File: config.mk
export PLATFORM = sky130hd
export DESIGN_NAME = seq_multiplier_param_flat
export DESIGN_NICKNAME = d
export VERILOG_FILES = /design/src/rtl/seq_multiplier_param_pkg.sv /design/src/rtl/seq_multiplier_param_if.sv /design/src/rtl/seq_multiplier_param_abs.sv /design/src/rtl/seq_multiplier_param.sv /design/src/flat_wrapper.sv
export SDC_FILE = /design/constraint.sdc
export NUM_CORES = 1
export LEC_CHECK = 0
export CAP_MARGIN = 20
export CORE_ASPECT_RATIO = 0.9
export CORE_UTILIZATION = 63
export DETAILED_ROUTE_END_ITERATION = 8
export PLACE_DENSITY = 0.94
export REMOVE_ABC_BUFFERS = 1
export SLEW_MARGIN = 10
export SYNTH_ARGS = -nofsm -noshare
export SYNTH_HDL_FRONTEND = slang
export SYNTH_SLANG_ARGS = --single-unit
File: constraint.sdc
create_clock -name clk -period 8.9 [get_ports clk]
set_clock_uncertainty 0.1 [all_clocks]
set_input_delay 1.335 -clock clk [delete_from_list [all_inputs] [get_ports clk]]
set_output_delay 1.335 -clock clk [all_outputs]
set_load 0.02 [all_outputs]
File: src/rtl/seq_multiplier_param_pkg.sv
// Shared definitions for the parametrised shift-add multiplier: FSM encoding and
// counter sizing.
package mult_pkg;

  typedef enum logic [1:0] {
    StIdle   = 2'd0,
    StRun    = 2'd1,
    StFinish = 2'd2
  } state_e;

  // Iteration counter width; never narrower than one bit.
  function automatic int unsigned cnt_width(int unsigned width);
    return (width <= 2) ? 1 : $clog2(width);
  endfunction

endpackage

File: src/rtl/seq_multiplier_param_if.sv
// Request/response bundle of the sequential multiplier.
interface seq_multiplier_param_if #(
    parameter int unsigned WIDTH = 16
) ();

    logic               start;
    logic [WIDTH-1:0]   a;
    logic [WIDTH-1:0]   b;
    logic               signed_mode;
    logic               busy;
    logic               done;
    logic [2*WIDTH-1:0] product;

    modport master (
        output start, a, b, signed_mode,
        input  busy, done, product
    );

    modport slave (
        input  start, a, b, signed_mode,
        output busy, done, product
    );

endinterface

File: src/rtl/seq_multiplier_param_abs.sv
// Conditional two's-complement negate; used both for operand magnitudes and to
// restore the sign of the result.
module mult_abs_unit #(
    parameter int unsigned W = 16
) (
    input  logic [W-1:0] value,
    input  logic         negate,
    output logic [W-1:0] result
);

    assign result = negate ? (~value + W'(1)) : value;

endmodule

File: src/rtl/seq_multiplier_param.sv
// Sequential shift-add multiplier, one partial product per clock, with optional
// two's-complement operand mode and a busy/done handshake.
module seq_multiplier_param
    import mult_pkg::*;
#(
    parameter int unsigned WIDTH = 16
) (
    input  logic clk,
    input  logic reset,
    seq_multiplier_param_if.slave bus
);

    localparam int unsigned CntW = cnt_width(WIDTH);
    localparam int unsigned PW   = 2 * WIDTH;

    state_e            state_q, state_d;
    logic [WIDTH-1:0]  mag_a_q, mag_a_d;
    logic [WIDTH-1:0]  mag_b_q, mag_b_d;
    logic              neg_q, neg_d;
    logic [PW-1:0]     acc_q, acc_d;
    logic [PW-1:0]     product_q, product_d;
    logic [CntW-1:0]   cnt_q, cnt_d;
    logic              done_q, done_d;

    logic [WIDTH-1:0]  abs_a, abs_b;
    logic [PW-1:0]     signed_acc;

    mult_abs_unit #(.W(WIDTH)) u_abs_a (
        .value  (bus.a),
        .negate (bus.signed_mode & bus.a[WIDTH-1]),
        .result (abs_a)
    );

    mult_abs_unit #(.W(WIDTH)) u_abs_b (
        .value  (bus.b),
        .negate (bus.signed_mode & bus.b[WIDTH-1]),
        .result (abs_b)
    );

    mult_abs_unit #(.W(PW)) u_abs_p (
        .value  (acc_q),
        .negate (neg_q),
        .result (signed_acc)
    );

    always_comb begin
        state_d   = state_q;
        mag_a_d   = mag_a_q;
        mag_b_d   = mag_b_q;
        neg_d     = neg_q;
        acc_d     = acc_q;
        product_d = product_q;
        cnt_d     = cnt_q;
        done_d    = 1'b0;
        unique case (state_q)
            StIdle: begin
                if (bus.start) begin
                    mag_a_d = abs_a;
                    mag_b_d = abs_b;
                    neg_d   = bus.signed_mode & (bus.a[WIDTH-1] ^ bus.b[WIDTH-1]);
                    acc_d   = '0;
                    cnt_d   = '0;
                    state_d = StRun;
                end
            end
            StRun: begin
                if (mag_b_q[0]) begin
                    acc_d = acc_q + ({{WIDTH{1'b0}}, mag_a_q} << cnt_q);
                end
                mag_b_d = mag_b_q >> 1;
                cnt_d   = cnt_q + CntW'(1);
                // Always run the full count so latency does not depend on data.
                if (cnt_q == CntW'(WIDTH - 1)) begin
                    state_d = StFinish;
                end
            end
            StFinish: begin
                product_d = signed_acc;
                done_d    = 1'b1;
                state_d   = StIdle;
            end
            default: state_d = StIdle;
        endcase
    end

    always_ff @(posedge clk or posedge reset) begin
        if (reset) begin
            state_q   <= StIdle;
            mag_a_q   <= '0;
            mag_b_q   <= '0;
            neg_q     <= 1'b0;
            acc_q     <= '0;
            product_q <= '0;
            cnt_q     <= '0;
            done_q    <= 1'b0;
        end else begin
            state_q   <= state_d;
            mag_a_q   <= mag_a_d;
            mag_b_q   <= mag_b_d;
            neg_q     <= neg_d;
            acc_q     <= acc_d;
            product_q <= product_d;
            cnt_q     <= cnt_d;
            done_q    <= done_d;
        end
    end

    assign bus.busy    = (state_q != StIdle);
    assign bus.done    = done_q;
    assign bus.product = product_q;

endmodule

File: src/flat_wrapper.sv
// flat-port wrapper written by rule: the top's interface ports become plain ports
module seq_multiplier_param_flat import mult_pkg::*;
#(
    parameter int unsigned WIDTH = 16
)
  (clk, reset, bus_start, bus_a, bus_b, bus_signed_mode, bus_busy, bus_done, bus_product);
  seq_multiplier_param_if #(.WIDTH(WIDTH)) bus_i ();
  input  logic clk;
  input  logic reset;
  input wire logic [$bits(bus_i.start)-1:0] bus_start;
  input wire logic [$bits(bus_i.a)-1:0] bus_a;
  input wire logic [$bits(bus_i.b)-1:0] bus_b;
  input wire logic [$bits(bus_i.signed_mode)-1:0] bus_signed_mode;
  output wire logic [$bits(bus_i.busy)-1:0] bus_busy;
  output wire logic [$bits(bus_i.done)-1:0] bus_done;
  output wire logic [$bits(bus_i.product)-1:0] bus_product;
  assign bus_i.start = bus_start;
  assign bus_i.a = bus_a;
  assign bus_i.b = bus_b;
  assign bus_i.signed_mode = bus_signed_mode;
  assign bus_busy = bus_i.busy;
  assign bus_done = bus_i.done;
  assign bus_product = bus_i.product;
  seq_multiplier_param #(.WIDTH(WIDTH)) u_core (.clk(clk), .reset(reset), .bus(bus_i));
endmodule
==> results.yml, run 1 <==
power_and_ir_drop:
  power-per-cell-area_nw_per_um2: 393
  static-leakage-power_nw: 3.66
  net_switching_share_of_the_total_power_pct: 48.7
  p_int_mw: 1.72
  vdd_drop_max_v: 0.000172
  totalPowerFinal_mw: 3.35
  net-switching-power_mw: 1.63
  comb_power_share_pct: 62.2
  clock_share_of_power_pct: 11.0
  share_seq_of_total_power_pct: 26.8
worst_setup_path:
  critPathMaxStageDelay_ps: 920
  timing.critical_path.required_ps: 9000
  worstPathMaxFanout: 26
  cell_at_the_slowest_stage_of_the_critical_path: "sky130_fd_sc_hd__dfrtp_1"
  startpoint_type: "flop"
  cp_data_arrival_time_ps: 4470
  critical_path.endpoint_type: "flop"
  cp_cell_sequence: "mux2_2 > nor2_1 > a21oi_1 > nor2b_1 > a31oi_1 > nor2_1 > ha_1 > a21oi_1 > nand2_1 > nor2_1 > o311ai_2 > a21boi_1 > o21ai_0 > xnor2_1 > o21ai_0"
  timing.critical_path.mode_cell: "sky130_fd_sc_hd__nor2_1"
  criticalPathCategory: "reg2reg"
grt:
  global_route_wire_length_before_repair_mm: 29.2
  maximum_number_of_pins_on_one_net_before_global_route_repair: 66
  first_global_vias: 6212
  globalRoute.totalOverflow: 0
  grt_antenna_before_repair: 0
  grt_use_total_pct: 29.9
sta:
  setup_slack_after_layout_ps: 4530
  post-route-min-period_ps: 4370
  relSlewSlack_pct: 34.6
  timing_worst_slew_pin_value_ps: 982
  setup_tns_ps: 0
  grt_setup_unrepaired: "false"
  period_share_pct: 49.1
  timing_hold_violations_final: 0
  drv_slew: 0
  setup-violations-final: 0
  maximum_clock_frequency_ghz: 0.229
route:
  highest_metal_layer_with_signal_wires: "met4"
  avgViaCountPerCell: 6.08
  drt-met1-wl_mm: 7.74
  final_antenna_net_count: 0
  routed_wire_length_per_instance_um: 15.7
  detailedRoute.firstIterationViolations: 546
  detail_route.first_pass.iterations: 5
  routed_wl_mm: 17.3
  vias: 6699
  wl_met3_mm: 1.02
  drc_errors: 0
  met2_wirelength_mm: 8.25
cells_and_area:
  antenna_cells: 0
  design.final.nets: 1012
  share_of_layout_cells_above_drive_strength_1_pct: 5.29
  layout-area-overhead-vs-synth_pct: 14.4
  layout.core_utilization_pct: 74.3
floorplan:
  floorplan.initialDensity_pct: 65.0
  core_um2: 11500
  die-height_um: 105
  io_pins: 70
  horiz_die_dim_um: 117
  placement_rows: 37
  die_area_um2: 12300
synth:
  synthCells: 898
  synth_commonest_cells: "sky130_fd_sc_hd__nand2_1, sky130_fd_sc_hd__o21ai_0, sky130_fd_sc_hd__dfrtp_1"
  synth.yosys.seq_area_share_pct: 34.9
  ys_types: 60
  synth-edff-count: 0
  synth_ff_type: "sky130_fd_sc_hd__dfrtp_1"
  synth-seq-cells: 104
  mappedNetlistArea_um2: 7460
  synth_most_common_cell: "sky130_fd_sc_hd__nand2_1"
  yosys-top-cells-area: "sky130_fd_sc_hd__dfrtp_1, sky130_fd_sc_hd__o21ai_0, sky130_fd_sc_hd__nand2_1"
  synthDominantAreaCellType: "sky130_fd_sc_hd__dfrtp_1"
  synth_top_area_share_pct: 34.9
  synth_async_sr_flop_share_pct: 100
  syn-mean-instance-area_um2: 8.31
  ys_warn_count: 0
clocking:
  tritoncts_num_sinks: 104
  cts.hold.buffers_added: 0
  cts_buffers: 9
  clockRootBuffer: "sky130_fd_sc_hd__clkbuf_16"
  clock_tree.buffer_depth: 2
  post_cts.repair.setup_buffers: 0
  post_cts_resized: 0
  htree_levels: 3
  clkTransAtPathRegs_ps: 70
  tritoncts: "done"
  clock_latency_of_the_later_clocked_register_in_the_worst_skew_pair_ps: 350
hold_path:
  hold_class: "reg2reg"
place:
  place.gp.congestion: 0.927
  hpwlAfterDp_mm: 13.0
  buffer_ports.inserted: 69
  detailedPlace.worstSlack_ps: 4580
outcome:
  status: "completed"
run:
  drv.max_cap_violation_count: 0
## final timing paths
path                                   startpoint                      to  slack (ps)  cells past startpoint
max                               u_core.cnt_q[1]        u_core.acc_q[29]        4530                     15
min                        u_core.bus.product[19]  u_core.bus.product[19]         380                      2
max in group asynchronous                   reset  u_core.bus.product[17]        6300                      3
min reg2reg                u_core.bus.product[19]  u_core.bus.product[19]         380                      2
min in group asynchronous                   reset   u_core.bus.product[1]        1300                      2
max reg2reg                       u_core.cnt_q[1]        u_core.acc_q[29]        4530                     15
## registers in the layout, indices dropped and copies added, names as in the netlist
name	cells
u_core.state_q	2
u_core.bus.done	1
u_core.bus.product	32
u_core.neg_q	1
u_core.cnt_q	4
u_core.mag_b_q	16
u_core.mag_a_q	16
u_core.acc_q	32
## final cells by class
cell class	count	area, µm²
clock buffers	13	250
clock inverters	3	17.5
fillers	869	2950
inverters	22	85.1
multi-input cells	726	4600
flip-flops and latches	104	2600
well taps	156	195
repair buffers	77	783
## worst max-delay path: cells and delay by family (launching register included)
kind,cells,cell delay (ps)
AOI/OAI and AO/OA,7,1500
DFF,1,920
and+or+nand+nor,5,760
muxes,1,440
adders and majority gates,1,350
xor gates and xnor gates,1,160
## metrics by stage
step                      hold slack, ps  cells  area, µm²
final                                379   1101       8530
after detailed placement             369   1082       8210
after CTS                            384   1098       8480
after floorplan                      362    852       7280
after global routing                 413   1101       8530
after global placement               351   1082       8210
## cell usage in the layout, fill, tap and decap left out, types with 4 or more instances in the layout
cell type and instances:
sky130_fd_sc_hd__a21o_1 7, sky130_fd_sc_hd__ha_1 35, sky130_fd_sc_hd__dfrtp_1 104, sky130_fd_sc_hd__mux2i_1 15, sky130_fd_sc_hd__nand2_1 138, sky130_fd_sc_hd__o21ai_0 130, sky130_fd_sc_hd__o31ai_1 13, sky130_fd_sc_hd__a31oi_1 10
sky130_fd_sc_hd__clkbuf_16 9, sky130_fd_sc_hd__a21oi_1 60, sky130_fd_sc_hd__mux2_2 8, sky130_fd_sc_hd__nor2b_1 11, sky130_fd_sc_hd__or3_1 8, sky130_fd_sc_hd__mux4_2 5, sky130_fd_sc_hd__or4_1 5, sky130_fd_sc_hd__nor2_1 54
sky130_fd_sc_hd__buf_4 6, sky130_fd_sc_hd__clkdlybuf4s50_1 69, sky130_fd_sc_hd__o41ai_1 8, sky130_fd_sc_hd__o21bai_1 5, sky130_fd_sc_hd__nand3_1 17, sky130_fd_sc_hd__and2_1 7, sky130_fd_sc_hd__xor2_1 55, sky130_fd_sc_hd__xnor2_1 30
sky130_fd_sc_hd__o22ai_1 4, sky130_fd_sc_hd__inv_1 21, sky130_fd_sc_hd__a22oi_1 13, sky130_fd_sc_hd__o21ai_1 7, sky130_fd_sc_hd__a211oi_1 4, sky130_fd_sc_hd__nand4_1 5, sky130_fd_sc_hd__nand2b_1 11, sky130_fd_sc_hd__and3_1 8
sky130_fd_sc_hd__nor3_1 14
## power by group through the flow
stage / logic (mW) / clock network, mW / registers, mW
after floorplan: 1.49 / 0 / 0.896
after global placement: 1.98 / 0 / 0.897
after detailed placement: 2.02 / 0 / 0.912
after CTS: 2.03 / 0.370 / 0.904
after global routing: 2.32 / 0.390 / 0.927
final: 2.08 / 0.368 / 0.899
## logic make-up (layout without fill, tap and decap cells)
group | Yosys count | after routing | synth area share, %
simple gates | 295 | 295 | 18.4
compound gates | 282 | 282 | 22.3
flops | 104 | 104 | 34.9
xor+xnor | 85 | 85 | 9.98
buf+inv | 68 | 115 | 3.50
fa+ha+maj | 36 | 36 | 6.14
mux | 28 | 28 | 4.73
## routing by layer
metal | GRT usage (%) | vias to the layer above
li1 | - | 3267
met1 | 42.0 | 3186
met2 | 48.5 | 224
met3 | 3.11 | 22
met4 | 9.40 | 0
met5 | 0 | -
No activity file was read; power rests on OpenSTA's default activity.
==> run 2, diff against run 1 <==
--- a/config.mk
+++ b/config.mk
@@ -7,9 +7,9 @@
 export LEC_CHECK = 0
 export CAP_MARGIN = 20
 export CORE_ASPECT_RATIO = 0.9
-export CORE_UTILIZATION = 63
+export CORE_UTILIZATION = 53
 export DETAILED_ROUTE_END_ITERATION = 8
-export PLACE_DENSITY = 0.94
+export PLACE_DENSITY = 0.86
 export REMOVE_ABC_BUFFERS = 1
 export SLEW_MARGIN = 10
 export SYNTH_ARGS = -nofsm -noshare
==> constraint.sdc (replaced) <==
create_clock -name clk -period 3.7 [get_ports clk]
set_clock_uncertainty 0.1 [all_clocks]
set_input_delay 0.555 -clock clk [delete_from_list [all_inputs] [get_ports clk]]
set_output_delay 0.555 -clock clk [all_outputs]
set_load 0.02 [all_outputs]
==> run 2 against run 1 <==
Against the previous run: wire length grew 3.9%; non-clock buffer count grew 46; register-to-register slack lost 4400 ps; die area grew 19%; clock-buffer cell count shrank 3; via count grew 1.0%; sequential power grew 130%; combinational power grew to 2.9 times the previous value; largest cell class unchanged.
==> results.yml, run 2 (same netlist as run 1, synthesis figures left out) <==
floorplan:
  die-height_um: 115
  floorplan.initialDensity_pct: 55.0
  horiz_die_dim_um: 127
  placement_rows: 40
  io_pins: 70
  die_area_um2: 14600
  core_um2: 13600
clocking:
  clock_latency_of_the_later_clocked_register_in_the_worst_skew_pair_ps: 360
  tritoncts_num_sinks: 104
  clkTransAtPathRegs_ps: 70
  cts.hold.buffers_added: 0
  tritoncts: "done"
  clock_tree.buffer_depth: 2
  htree_levels: 3
  cts_buffers: 9
  clockRootBuffer: "sky130_fd_sc_hd__clkbuf_16"
cells_and_area:
  antenna_cells: 0
  commonest_cells_after_routing_fill_and_taps_aside: "sky130_fd_sc_hd__nand2_1, sky130_fd_sc_hd__o21ai_0, sky130_fd_sc_hd__dfrtp_1"
  final_area_um2: 9070
  final-seq-area_um2: 2610
  layout_commonest_cell: "sky130_fd_sc_hd__nand2_1"
  multi_input_area_um2: 4710
  design.final.nets: 1058
  layout.core_utilization_pct: 66.9
  n_fill_cell: 1110
  layout-area-overhead-vs-synth_pct: 21.6
  share_of_layout_cells_above_drive_strength_1_pct: 12.2
worst_setup_path:
  criticalPathCategory: "reg2reg"
  startpoint_type: "flop"
  critPathMaxStageDelay_ps: 460
  cp_cell_sequence: "mux2_2 > nor2_1 > a21oi_1 > nor2b_1 > a31oi_2 > nor2_1 > ha_1 > a21oi_1 > nand2_1 > buf_4 > nor2_2 > o311ai_4 > a21boi_4 > o41ai_2 > xnor2_1 > o21ai_1"
  worstPathMaxFanout: 6
  cell_at_the_slowest_stage_of_the_critical_path: "sky130_fd_sc_hd__dfrtp_2"
  cp_data_arrival_time_ps: 3700
  timing.critical_path.required_ps: 3790
  critical_path.endpoint_type: "flop"
power_and_ir_drop:
  share_seq_of_total_power_pct: 23.4
  totalPowerFinal_mw: 9.03
  p_int_mw: 4.80
  comb_power_share_pct: 66.3
  net-switching-power_mw: 4.23
  power-per-cell-area_nw_per_um2: 996
  vdd_drop_max_v: 0.000419
  net_switching_share_of_the_total_power_pct: 46.9
  clock_share_of_power_pct: 10.3
  static-leakage-power_nw: 3.94
route:
  detail_route.first_pass.iterations: 5
  drc_errors: 0
  vias: 6768
  routed_wire_length_per_instance_um: 15.2
  final_antenna_net_count: 0
  avgViaCountPerCell: 5.74
  routed_wl_mm: 17.9
  detailedRoute.firstIterationViolations: 467
sta:
  setup_tns_ps: 0
  timing_worst_slew_pin_value_ps: 998
  drv_slew: 0
  setup-violations-final: 0
  post-route-min-period_ps: 3620
  grt_setup_unrepaired: "true"
  relSlewSlack_pct: 33.2
  maximum_clock_frequency_ghz: 0.276
  period_share_pct: 97.8
  timing_hold_violations_final: 0
grt:
  global_route_wire_length_before_repair_mm: 30.2
  maximum_number_of_pins_on_one_net_before_global_route_repair: 66
  first_global_vias: 6209
  grt_antenna_before_repair: 0
  globalRoute.totalOverflow: 0
  grt_use_total_pct: 26.1
run:
  drv.max_cap_violation_count: 0
place:
  buffer_ports.inserted: 69
  hpwlAfterDp_mm: 13.7
  place.gp.congestion: 0.950
  postPlaceCellArea_um2: 8590
hold_path:
  hold_class: "reg2reg"
outcome:
  status: "completed"
-- run 2: cell types whose count changed in the layout (fill, tap and decap cells not counted), sizes merged --
cell      delta
clkbuf       -3
buf         +46
inv          +2
clkinvlp     +1
-- run 2: repair_timing --
action | CTS | global route
gates resized for setup | 2 | 31
endpoints found under the setup margin | 7 | 18
pin swaps | 0 | 5
setup buffers | 0 | 6
-- run 2: per-stage QoR --
step / hold WS, ps / setup slack [ps] / cells
floorplan: 362 / -62.5 / 852
global placement: 361 / -64.4 / 1157
detailed placement: 369 / -169 / 1157
CTS: 384 / -12.9 / 1173
global route: 401 / -57.6 / 1180
finish: 376 / 83.2 / 1180
-- run 2: metal layers --
layer	global-route usage, %	vias up	routed length [µm]
li1	-	3378	-
met1	37.5	3161	8630
met2	41.6	211	8180
met3	3.60	18	928
met4	6.11	0	200
met5	0	-	0
-- run 2: critical path, delay by kind of cell (launching register included) --
| family | cells | cell delay, ps |
|---|---|---|
| compound gates | 7 | 1320 |
| xor+xnor | 1 | 180 |
| fa+ha+maj | 1 | 360 |
| buf+inv | 1 | 120 |
| flops | 1 | 460 |
| mux | 1 | 370 |
| simple gates | 5 | 530 |
-- run 2: power groups by stage --
| stage | sequential (mW) | combinational [mW] | clock, mW |
|---|---|---|---|
| floorplan | 2.15 | 3.57 | 0 |
| global placement | 2.09 | 5.57 | 0 |
| detailed placement | 2.12 | 5.60 | 0 |
| CTS | 2.10 | 5.63 | 0.944 |
| global route | 2.18 | 6.64 | 0.985 |
| finish | 2.11 | 5.99 | 0.929 |
-- run 2: path summary, 6_finish.rpt --
check                                    endpoint  slack (ps)              startpoint  depth (start not counted)
setup / recovery                 u_core.acc_q[25]          80         u_core.cnt_q[1]                         16
hold / removal             u_core.bus.product[11]         380  u_core.bus.product[11]                          2
setup reg to reg                 u_core.acc_q[25]          80         u_core.cnt_q[1]                         16
hold reg to reg            u_core.bus.product[11]         380  u_core.bus.product[11]                          2
max in group asynchronous        u_core.acc_q[25]        2280                   reset                          3
min in group asynchronous   u_core.bus.product[0]         510                   reset                          2
-- run 2: cell type report --
cell class,instances,area share (%)
clock inverters,6,0.552
well taps,189,2.61
clock buffers,10,2.63
flip-flops and latches,104,28.7
inverters,22,0.938
repair buffers,123,12.6
multi-input cells,726,51.9
==> run 3, diff against run 2 <==
--- a/config.mk
+++ b/config.mk
@@ -5,11 +5,11 @@
 export SDC_FILE = /design/constraint.sdc
 export NUM_CORES = 1
 export LEC_CHECK = 0
-export CAP_MARGIN = 20
 export CORE_ASPECT_RATIO = 0.9
-export CORE_UTILIZATION = 53
+export CORE_UTILIZATION = 55
 export DETAILED_ROUTE_END_ITERATION = 8
-export PLACE_DENSITY = 0.86
+export DONT_BUFFER_PORTS = 1
+export PLACE_DENSITY = 0.81
 export REMOVE_ABC_BUFFERS = 1
 export SLEW_MARGIN = 10
 export SYNTH_ARGS = -nofsm -noshare
==> run 3 against run 2 <==
Against the previous run: the flow now finishes with violations (DRC); largest power group unchanged; hold slack lost 210 ps; global-route usage grew 0.71 points; total power grew 7.0%; combinational power grew 8.5%; maximum frequency shrank 1.5%; non-clock buffer count shrank 42; wire length grew 5.0%; die area shrank 3.6%.
==> results.yml, run 3 (same netlist as run 1, synthesis figures left out) <==
place:
  buffer_ports.inserted: 0
  place.gp.congestion: 0.965
  detailedPlace.worstSlack_ps: -133
  post_placement_cell_count: 1080
  hpwlAfterDp_mm: 13.5
floorplan:
  floorplan.initialDensity_pct: 57.5
  die_area_um2: 14000
  core_um2: 13000
  die-height_um: 113
  io_pins: 70
  horiz_die_dim_um: 125
  placement_rows: 39
power_and_ir_drop:
  net_switching_share_of_the_total_power_pct: 46.6
  net-switching-power_mw: 4.50
  share_seq_of_total_power_pct: 23.2
  clock_share_of_power_pct: 9.6
  power-per-cell-area_nw_per_um2: 1120
  vdd_drop_max_v: 0.000484
  static-leakage-power_nw: 3.82
  p_int_mw: 5.16
  comb_power_share_pct: 67.2
worst_setup_path:
  timing.critical_path.required_ps: 3800
  worstPathMaxFanout: 8
  startpoint_type: "flop"
  critical_path.endpoint_type: "flop"
  timing.critical_path.from: "u_core.cnt_q[1]"
  criticalPathCategory: "reg2reg"
  cp_data_arrival_time_ps: 3770
  reg2reg_from: "u_core.cnt_q[1]"
cells_and_area:
  layout_commonest_cell: "sky130_fd_sc_hd__nand2_1"
  final-seq-area_um2: 2610
  antenna_cells: 0
  design.final.nets: 1016
  multi_input_area_um2: 4840
  commonest_cells_after_routing_fill_and_taps_aside: "sky130_fd_sc_hd__nand2_1, sky130_fd_sc_hd__o21ai_0, sky130_fd_sc_hd__dfrtp_1"
  share_of_layout_cells_above_drive_strength_1_pct: 17.7
  n_fill_cell: 1049
  final_cell_count_no_fill: 1113
  layout-area-overhead-vs-synth_pct: 16.1
route:
  routed_wl_mm: 18.8
  avgViaCountPerCell: 5.97
  final_antenna_net_count: 0
  detailedRoute.firstIterationViolations: 536
  vias: 6643
  drc_errors: 8
  routed_wire_length_per_instance_um: 16.9
  detail_route.first_pass.iterations: 7
sta:
  maximum_clock_frequency_ghz: 0.272
  setup_slack_after_layout_ps: 27.8
  period_share_pct: 99.2
  grt_setup_unrepaired: "true"
  relSlewSlack_pct: 26.1
  timing_hold_violations_final: 0
  setup-violations-final: 0
  timing_worst_slew_pin_value_ps: 1100
  drv_slew: 0
  post-route-min-period_ps: 3670
grt:
  maximum_number_of_pins_on_one_net_before_global_route_repair: 79
  first_global_vias: 6382
  grt_antenna_before_repair: 0
  grt_use_total_pct: 26.8
  globalRoute.totalOverflow: 0
  global_route_wire_length_before_repair_mm: 30.1
clocking:
  clock_latency_of_the_later_clocked_register_in_the_worst_skew_pair_ps: 370
  tritoncts: "done"
  clkTransAtPathRegs_ps: 70
  tritoncts_num_sinks: 104
  clockRootBuffer: "sky130_fd_sc_hd__clkbuf_16"
  clock_tree.buffer_depth: 2
  cts_buffers: 9
  htree_levels: 3
run:
  drv.max_cap_violation_count: 0
hold_path:
  hold_class: "in2async"
outcome:
  status: "finished, violations left"
  failing_checks: "DRC"
==> run 3: cell types whose count changed in the layout (fill, tap and decap cells not counted), sizes merged <==
cell | before | now
clkdlybuf4s50 | 69 | 0
clkinv | 2 | 3
clkbuf | 10 | 9
inv | 24 | 25
buf | 54 | 81
clkinvlp | 2 | 1
==> run 3: cell type report <==
class	instances	area share, %
flip-flops and latches	104	30.1
clock buffers	9	2.60
inverters	22	0.982
multi-input cells	726	55.9
well taps	164	2.37
repair buffers	81	7.37
clock inverters	7	0.737
==> run 3: final timing paths <==
kind                                           to  slack, ps  cells past startpoint
worst max-delay path             u_core.acc_q[26]         30                     16
worst min-delay path              u_core.acc_q[0]        170                      1
worst max register to register   u_core.acc_q[26]         30                     16
worst min register to register   u_core.acc_q[31]        410                      1
max in group asynchronous       u_core.mag_b_q[1]       2570                      2
min in group clk                     u_core.neg_q        210                      2
==> run 3: power by group through the flow <==
stage | Clock [mW] | Sequential (mW) | Combinational (mW)
2_1_floorplan | 0 | 2.15 | 3.57
3_3_place_gp | 0 | 2.18 | 5.45
3_5_place_dp | 0 | 2.21 | 5.53
4_1_cts | 0.949 | 2.20 | 5.58
5_1_grt | 0.994 | 2.30 | 7.12
6_report | 0.928 | 2.24 | 6.50
==> run 3: layer usage <==
layer / GRT usage [%] / routed length, µm / share of wire [%] / up-vias
li1: - / - / - / 3286
met1: 36.4 / 8600 / 46 / 3102
met2: 42.7 / 8720 / 46 / 218
met3: 5.00 / 1130 / 6.0 / 37
met4: 9.79 / 381 / 2.0 / 0
met5: 0 / 0 / 0 / -
==> run 3: what timing repair did <==
| item | in CTS | in global routing |
|---|---|---|
| setup buffers | 0 | 17 |
| endpoints found under the setup margin | 9 | 14 |
| hold buffers | 0 | 0 |
| gates resized for setup | 4 | 70 |
| pin swaps | 0 | 20 |
==> run 3: per-stage QoR <==
| step | power, mW | TNS (ps) | instance area (µm²) | hold WS, ps | utilization [%] |
|---|---|---|---|---|---|
| after global routing | 10.4 | -872 | 8660 | 196 | 66.7 |
| after global placement | 7.63 | -146 | 7970 | 392 | 61.4 |
| after CTS | 8.73 | 0 | 8280 | 205 | 63.8 |
| final | 9.67 | 0 | 8660 | 167 | 66.7 |
| after detailed placement | 7.74 | -342 | 7970 | 392 | 61.4 |
| after floorplan | 5.73 | -83.1 | 7280 | 362 | - |
==> run 3: worst max-delay path, cell delays in order, from the launching register on <==
cell and delay, ps:
sky130_fd_sc_hd__dfrtp_2 500, sky130_fd_sc_hd__buf_6 170, sky130_fd_sc_hd__nor2b_1 70, sky130_fd_sc_hd__a211oi_1 370, sky130_fd_sc_hd__a21oi_2 90, sky130_fd_sc_hd__mux2i_2 240, sky130_fd_sc_hd__o22ai_2 150, sky130_fd_sc_hd__ha_4 250
sky130_fd_sc_hd__a21oi_1 130, sky130_fd_sc_hd__o21ai_1 110, sky130_fd_sc_hd__buf_4 150, sky130_fd_sc_hd__a31o_2 220, sky130_fd_sc_hd__a41o_1 240, sky130_fd_sc_hd__a21o_1 270, sky130_fd_sc_hd__a21boi_2 150, sky130_fd_sc_hd__xor2_1 180
sky130_fd_sc_hd__o21ai_0 110
